## src/rtl/axi_pkg.sv

```systemverilog
// Shared AXI4-Lite types: response codes, write/read channel FSM states, index-width helper.
package axi_pkg;

  localparam int ADDR_WIDTH = 32;

  typedef logic [1:0] axi_resp_t;
  localparam axi_resp_t RESP_OKAY   = 2'b00;
  localparam axi_resp_t RESP_SLVERR = 2'b10;

  typedef enum logic [1:0] {
    WR_IDLE    = 2'd0,
    WR_HAVE_AW = 2'd1,
    WR_HAVE_W  = 2'd2,
    WR_RESP    = 2'd3
  } wr_state_t;

  typedef enum logic {
    RD_IDLE = 1'b0,
    RD_DATA = 1'b1
  } rd_state_t;

  // A single register still needs a 1-bit index.
  function automatic int idx_width(input int n);
    return (n > 1) ? $clog2(n) : 1;
  endfunction

endpackage

```

## src/rtl/axi_lite_regfile_decode.sv

```systemverilog
// Combinational byte-address to register-index decode with range and privilege check.
// Zero latency; no handshake. Privilege is checked only with AXIL_REGFILE_PROT_EN defined.
module axi_lite_regfile_decode
  import axi_pkg::*;
#(
  parameter int ADDR_WIDTH = axi_pkg::ADDR_WIDTH,
  parameter int DATA_WIDTH = 32,
  parameter int NUM_REGS   = 32,
  parameter int IDX_W      = idx_width(NUM_REGS)
) (
  input  logic [ADDR_WIDTH-1:0] addr,
  input  logic [2:0]            prot,
  output logic [IDX_W-1:0]      idx,
  output logic                  in_range,
  output logic                  prot_ok
);

  localparam int SHIFT = $clog2(DATA_WIDTH / 8);

  logic [ADDR_WIDTH-1:0] w_word;

  assign w_word   = addr >> SHIFT;
  assign in_range = (w_word < ADDR_WIDTH'(NUM_REGS));
  assign idx      = w_word[IDX_W-1:0];

`ifdef AXIL_REGFILE_PROT_EN
  logic w_prot_unused;
  assign w_prot_unused = ^prot[2:1];
  assign prot_ok       = prot[0];
`else
  logic w_prot_unused;
  assign w_prot_unused = ^prot;
  assign prot_ok       = 1'b1;
`endif

endmodule

```

## src/rtl/axi_lite_regfile.sv

```systemverilog
// AXI4-Lite register file, AW/W in any order; B one cycle after the completing edge, R one cycle after AR.
// Channels stall (ready low) while a response is held; optional privilege check via AXIL_REGFILE_PROT_EN.
module axi_lite_regfile
  import axi_pkg::*;
#(
  parameter int                    ADDR_WIDTH = axi_pkg::ADDR_WIDTH,
  parameter int                    DATA_WIDTH = 32,
  parameter int                    NUM_REGS   = 32,
  parameter logic [DATA_WIDTH-1:0] RESET_VAL  = '0
) (
  input  logic                           clk,
  input  logic                           rst_n,
  input  logic [ADDR_WIDTH-1:0]          awaddr,
  input  logic [2:0]                     awprot,
  input  logic                           awvalid,
  output logic                           awready,
  input  logic [DATA_WIDTH-1:0]          wdata,
  input  logic [DATA_WIDTH/8-1:0]        wstrb,
  input  logic                           wvalid,
  output logic                           wready,
  output logic [1:0]                     bresp,
  output logic                           bvalid,
  input  logic                           bready,
  input  logic [ADDR_WIDTH-1:0]          araddr,
  input  logic [2:0]                     arprot,
  input  logic                           arvalid,
  output logic                           arready,
  output logic [DATA_WIDTH-1:0]          rdata,
  output logic [1:0]                     rresp,
  output logic                           rvalid,
  input  logic                           rready,
  output logic [NUM_REGS*DATA_WIDTH-1:0] regs_o
);

  localparam int IDX_W  = idx_width(NUM_REGS);
  localparam int STRB_W = DATA_WIDTH / 8;

  wr_state_t r_wr_state, w_wr_next;
  rd_state_t r_rd_state, w_rd_next;

  logic [DATA_WIDTH-1:0] r_regs [NUM_REGS];
  logic [IDX_W-1:0]      r_aw_idx;
  logic                  r_aw_ok;
  logic [DATA_WIDTH-1:0] r_wdata;
  logic [STRB_W-1:0]     r_wstrb;
  axi_resp_t             r_bresp, r_rresp;
  logic [DATA_WIDTH-1:0] r_rdata;

  logic [IDX_W-1:0] w_aw_idx, w_ar_idx, w_wr_idx;
  logic             w_aw_rng, w_aw_prot, w_ar_rng, w_ar_prot;
  logic             w_aw_hs, w_w_hs, w_ar_hs, w_wr_done, w_wr_ok, w_ar_ok;
  logic [DATA_WIDTH-1:0] w_wr_data, w_rd_val;
  logic [STRB_W-1:0]     w_wr_strb;

  axi_lite_regfile_decode #(
    .ADDR_WIDTH(ADDR_WIDTH), .DATA_WIDTH(DATA_WIDTH), .NUM_REGS(NUM_REGS), .IDX_W(IDX_W)
  ) u_aw_dec (
    .addr(awaddr), .prot(awprot), .idx(w_aw_idx), .in_range(w_aw_rng), .prot_ok(w_aw_prot)
  );

  axi_lite_regfile_decode #(
    .ADDR_WIDTH(ADDR_WIDTH), .DATA_WIDTH(DATA_WIDTH), .NUM_REGS(NUM_REGS), .IDX_W(IDX_W)
  ) u_ar_dec (
    .addr(araddr), .prot(arprot), .idx(w_ar_idx), .in_range(w_ar_rng), .prot_ok(w_ar_prot)
  );

  assign w_aw_hs = awvalid && awready;
  assign w_w_hs  = wvalid && wready;
  assign w_ar_hs = arvalid && arready;
  assign w_ar_ok = w_ar_rng && w_ar_prot;

  assign w_wr_done = ((r_wr_state == WR_IDLE)    && w_aw_hs && w_w_hs) ||
                     ((r_wr_state == WR_HAVE_AW) && w_w_hs) ||
                     ((r_wr_state == WR_HAVE_W)  && w_aw_hs);

  // The completing beat may be this cycle's handshake or the one captured earlier.
  assign w_wr_idx  = w_aw_hs ? w_aw_idx : r_aw_idx;
  assign w_wr_ok   = w_aw_hs ? (w_aw_rng && w_aw_prot) : r_aw_ok;
  assign w_wr_data = w_w_hs ? wdata : r_wdata;
  assign w_wr_strb = w_w_hs ? wstrb : r_wstrb;

  // Write FSM
  always_ff @(posedge clk or negedge rst_n) begin
    if (!rst_n) r_wr_state <= WR_IDLE;
    else        r_wr_state <= w_wr_next;
  end

  always_comb begin
    w_wr_next = r_wr_state;
    case (r_wr_state)
      WR_IDLE: begin
        if (w_aw_hs && w_w_hs) w_wr_next = WR_RESP;
        else if (w_aw_hs)      w_wr_next = WR_HAVE_AW;
        else if (w_w_hs)       w_wr_next = WR_HAVE_W;
      end
      WR_HAVE_AW: if (w_w_hs)  w_wr_next = WR_RESP;
      WR_HAVE_W:  if (w_aw_hs) w_wr_next = WR_RESP;
      WR_RESP:    if (bready)  w_wr_next = WR_IDLE;
      default:                 w_wr_next = WR_IDLE;
    endcase
  end

  always_comb begin
    awready = (r_wr_state == WR_IDLE) || (r_wr_state == WR_HAVE_W);
    wready  = (r_wr_state == WR_IDLE) || (r_wr_state == WR_HAVE_AW);
    bvalid  = (r_wr_state == WR_RESP);
  end

  always_ff @(posedge clk or negedge rst_n) begin
    if (!rst_n) begin
      r_aw_idx <= '0;
      r_aw_ok  <= 1'b0;
      r_wdata  <= '0;
      r_wstrb  <= '0;
      r_bresp  <= RESP_OKAY;
    end else begin
      if (w_aw_hs) begin
        r_aw_idx <= w_aw_idx;
        r_aw_ok  <= w_aw_rng && w_aw_prot;
      end
      if (w_w_hs) begin
        r_wdata <= wdata;
        r_wstrb <= wstrb;
      end
      if (w_wr_done) r_bresp <= w_wr_ok ? RESP_OKAY : RESP_SLVERR;
    end
  end

  always_ff @(posedge clk or negedge rst_n) begin
    if (!rst_n) begin
      for (int i = 0; i < NUM_REGS; i++) r_regs[i] <= RESET_VAL;
    end else begin
      for (int i = 0; i < NUM_REGS; i++) begin
        if (w_wr_done && w_wr_ok && (w_wr_idx == IDX_W'(i))) begin
          for (int b = 0; b < STRB_W; b++) begin
            if (w_wr_strb[b]) r_regs[i][b*8 +: 8] <= w_wr_data[b*8 +: 8];
          end
        end
      end
    end
  end

  // Read FSM; the mux sees pre-write contents, so a same-edge write is not observed.
  always_comb begin
    w_rd_val = '0;
    for (int i = 0; i < NUM_REGS; i++) begin
      if (w_ar_idx == IDX_W'(i)) w_rd_val = r_regs[i];
    end
  end

  always_ff @(posedge clk or negedge rst_n) begin
    if (!rst_n) r_rd_state <= RD_IDLE;
    else        r_rd_state <= w_rd_next;
  end

  always_comb begin
    w_rd_next = r_rd_state;
    case (r_rd_state)
      RD_IDLE: if (w_ar_hs) w_rd_next = RD_DATA;
      RD_DATA: if (rready)  w_rd_next = RD_IDLE;
      default:              w_rd_next = RD_IDLE;
    endcase
  end

  always_comb begin
    arready = (r_rd_state == RD_IDLE);
    rvalid  = (r_rd_state == RD_DATA);
  end

  always_ff @(posedge clk or negedge rst_n) begin
    if (!rst_n) begin
      r_rdata <= '0;
      r_rresp <= RESP_OKAY;
    end else if (w_ar_hs) begin
      r_rdata <= w_ar_ok ? w_rd_val : '0;
      r_rresp <= w_ar_ok ? RESP_OKAY : RESP_SLVERR;
    end else if (rvalid && rready) begin
      r_rdata <= '0;
      r_rresp <= RESP_OKAY;
    end
  end

  assign bresp = r_bresp;
  assign rdata = r_rdata;
  assign rresp = r_rresp;

  for (genvar g = 0; g < NUM_REGS; g++) begin : g_regs_o
    assign regs_o[g*DATA_WIDTH +: DATA_WIDTH] = r_regs[g];
  end

endmodule
```

## config.mk

```make
export PLATFORM = sky130hd
export DESIGN_NAME = axi_lite_regfile
export DESIGN_NICKNAME = d
export VERILOG_FILES = /design/src/rtl/axi_pkg.sv /design/src/rtl/axi_lite_regfile_decode.sv /design/src/rtl/axi_lite_regfile.sv
export SDC_FILE = /design/constraint.sdc
export NUM_CORES = 2
export LEC_CHECK = 0
export ABC_AREA = 1
export CORE_AREA = 8 8 452 454
export DETAILED_ROUTE_END_ITERATION = 8
export DIE_AREA = 0 0 460 462
export PLACE_DENSITY_LB_ADDON = 0.12
export SLEW_MARGIN = 25
export SYNTH_ARGS = -nofsm -noshare
export SYNTH_HDL_FRONTEND = slang
export SYNTH_SLANG_ARGS = --single-unit
export TNS_END_PERCENT = 1
```

## constraint.sdc

```tcl
create_clock -name clk -period 2.5 [get_ports clk]
set_input_delay 0.375 -clock clk [delete_from_list [all_inputs] [get_ports clk]]
set_output_delay 0.375 -clock clk [all_outputs]
set_load 0.01 [all_outputs]
```

==> run summary <==
Cts bufs inserted - 138
Layout Skew - 42.5 ps
Final hold viol count - 0
Rows - 163
Final worst path period share - 120%
Failing checks - setup timing
Pleak - 35.2 nW
GRT overflow - 0
Startpoint Class - register
Setup CP Type - reg -> reg
Pin count of the biggest net entering global routing - 89
Most used cell, CP - nand4_1
CP peak stage delay - 400 ps
Buffers & Inverters on Critical Path - 1
Critical path's slowest cell - dfrtp_1
Average wire per standard cell - 28.6 µm
Global-route wire length before repair - 417000 µm
Clock Latency Late Sink - 830 ps
Sequential area share after synthesis - 55.4%
Clock root buffer - clkbuf_16
PD cells - 672 nW/µm²
Final antenna-violating net count - 0
Iter 0 DRT Violations - 4334
Outcome - finished with violations
Crit-path cells - nand4_1, nand3_2, nor2_2, nand4_1, nor2_1, nand4_1, nor2_1, nand4_1, nor2_1, nand4_1, nor2_1, buf_4, nand4_1, nor2_1, nand4_1, nor2_2, nand4_1, nand2_2, nand2_1
Initial core utilization - 25.3%
Core ar. - 197000 µm²
Ports - 1178
Final #Nets - 8016
FMAX - 335 MHz
Crit. Startpoint - regs_o[74]$_DFFE_PN0P_
Full die area - 213000 µm²
DR vias/cell - 4.78
Netlist cell types - 40
Die Width - 460 µm
Syn. warnings - 0
Final HPWL DP - 246000 µm
Total Routing Usage GR - 27.7%
Clock Sink Count - 1103
Worst setup margin - -488 ps
Mapped Area - 49800 µm²
Max VDD drop - 0.579 mV
Setup WS pre-CTS - -1660 ps
FFs w/ async S/R, synth - 100%
DRT Pass-1 Iters - 5
Layout cells sized above 1 - 18.5%
Fin. max-slew vios - 0
Layout area overhead - 58.6%
Max_slew headroom - 46.9%
H-tree Lvls - 4
TritonCTS clock tree - done
Min Tclk post-route - 2990 ps
Placer Congestion - 0.951
Via count - 50861
Vias in the first global route - 50801
Crit Path Max Fanout - 2
Syn Area/Cell - 8.21 µm²
Finish-stage setup viols - 933
RSZ-0062 raised after global routing - true
Initial antenna violation count - 19
Setup crit end kind - register
Min-delay worst type - in -> async
Yosys top cell area share - 55.4%
Core Util, Final - 40.2%
Routed WL - 305000 µm
Synth area leader - dfrtp_1
Primary FF master, synth - dfrtp_1
Data required, critical path - 3200 ps
Launching point of the worst reg2reg path - regs_o[74]$_DFFE_PN0P_
Crit path DAT - 3680 ps
Max Cap Violations - 0
Worst-margin pin slew - 797 ps
Delay-heaviest family, CP - simple AND/OR/NAND/NOR gates
DRC errors left - 0
Die H - 462 µm
Synth area leaders - dfrtp_1 55%, nand2_1 16%, o21ai_0 7.9%, o21a_1 3.5%, inv_1 3.0%
Number of buffers added on ports - 1165
FF+latch count, synth - 1103
Cells after Synth - 6073
Filler instances - 19922
CTS max path bufs - 3
Reg clk slew, reported paths - 60 ps
Post-synth EDFFs - 0
[per-layer routing]
layer  part of all wire (%)  vias up  global-route usage [%]
met2                     47     1957                    46.0
met3                    7.3      431                    6.87
met1                     41    25184                    34.3
met4                    4.8        4                    11.6
li1                       -    23285                       -
met5                 0.0089        -                       0
[cells in the final DEF (no fill, tap or decap), types with 146 or more instances in the layout]
cell type        count
nand3_1            146
dfrtp_1           1103
nor2_1             281
buf_4              602
o21a_1             231
nand2_1           2017
o21ai_0            715
nand4_1            220
clkdlybuf4s50_1   1156
buf_12             236
inv_1              384
[worst reg2reg max path, delay by kind of cell, from the launching register on]
family / cells / cell delay [ps]
flip-flops: 1 / 400
AND/OR/NAND/NOR: 18 / 2330
buffers and inverters: 1 / 150
[power by group]
group	internal (mW)	switching [mW]
Combinational	4.25	9.51
Sequential	18.2	0.0965
Clock	12.3	8.79
[Yosys cell counts (5+ instances only)]
cell type,instances
buf_1,8
o21ai_1,39
and2_1,36
nand3_1,167
buf_2,76
o21a_1,232
a21oi_1,70
o21bai_1,7
or2_2,47
buf_4,8
or2_1,6
nand2_1,2096
inv_2,13
nor2_2,59
inv_1,400
dfrtp_1,1103
nor2_4,5
o21ai_0,789
clkinv_1,16
nand4_1,220
nand4_2,12
nor2_1,352
clkbuf_1,277
[worst paths after layout]
path	to	slack, ps	cells past startpoint
max in group asynchronous	regs_o[90]$_DFFE_PN0P_	1360	3
hold / removal	regs_o[895]$_DFFE_PN0P_	140	2
hold reg to reg	rdata[6]$_DFFE_PN0P_	490	2
setup reg to reg	rdata[10]$_DFFE_PN0P_	-490	19
setup / recovery	rdata[10]$_DFFE_PN0P_	-490	19
min in group clk	r_aw_idx[0]$_DFF_PN0_	260	3
[registers in the layout, summed over array words and instances, names as in the netlist]
register and cells:
r_aw_ok 1, rvalid 1, r_wr_state 2, r_wdata 32, r_aw_idx 5, rresp 1, regs_o 1024, r_wstrb 4
rdata 32, bresp 1
[through the flow]
stage          cell area [µm²]  hold WS (ps)  std cells  setup TNS (ps)  total power, mW
2_1_floorplan            50300          79.4       6074            -807             23.1
3_3_place_gp             73400           367      10389         -783460             32.0
3_5_place_dp             73400           360      10389         -797080             32.0
4_1_cts                  78700          73.5      10641          -93540             53.6
5_1_grt                  79000           118      10647         -219430             54.9
6_report                 79100           136      10651          -78750             53.1
[kinds of logic (layout without fill, tap and decap cells)]
logic type               count (synthesis)  count (layout)  share of synthesized area, %
AND/OR/NAND/NOR                       3021            3021                          25.5
adder cells (fa/ha/maj)                  4               4                         0.100
AO/OA/AOI/OAI                         1145            1145                          12.8
buffers and inverters                  799            2730                          6.28
other                                    1               8                       0.00752
flip-flops                            1103            1103                          55.4
[final cells by class]
class | instances | area (µm²) | area share (%)
Inverter | 429 | 1620 | 2.05
Tap cell | 2640 | 3300 | 4.18
Antenna cell | 6 | 15.0 | 0.0190
Clock inverter | 53 | 727 | 0.920
Timing Repair Buffer | 2055 | 21500 | 27.2
Multi-Input combinational cell | 4172 | 20300 | 25.7
Sequential cell | 1103 | 27600 | 34.9
Clock buffer | 193 | 4010 | 5.07
[timing repair]
| item | in CTS | in global routing |
|---|---|---|
| hold buffers | 2 | 0 |
| endpoints found under the setup margin | 1040 | 1057 |
| setup buffers | 4 | 4 |
| endpoints found under the hold margin | 487 | 0 |
| pin swaps | 38 | 32 |
| resized for setup | 187 | 147 |
| cloned | 0 | 0 |
(Power assumes the default switching activity.)
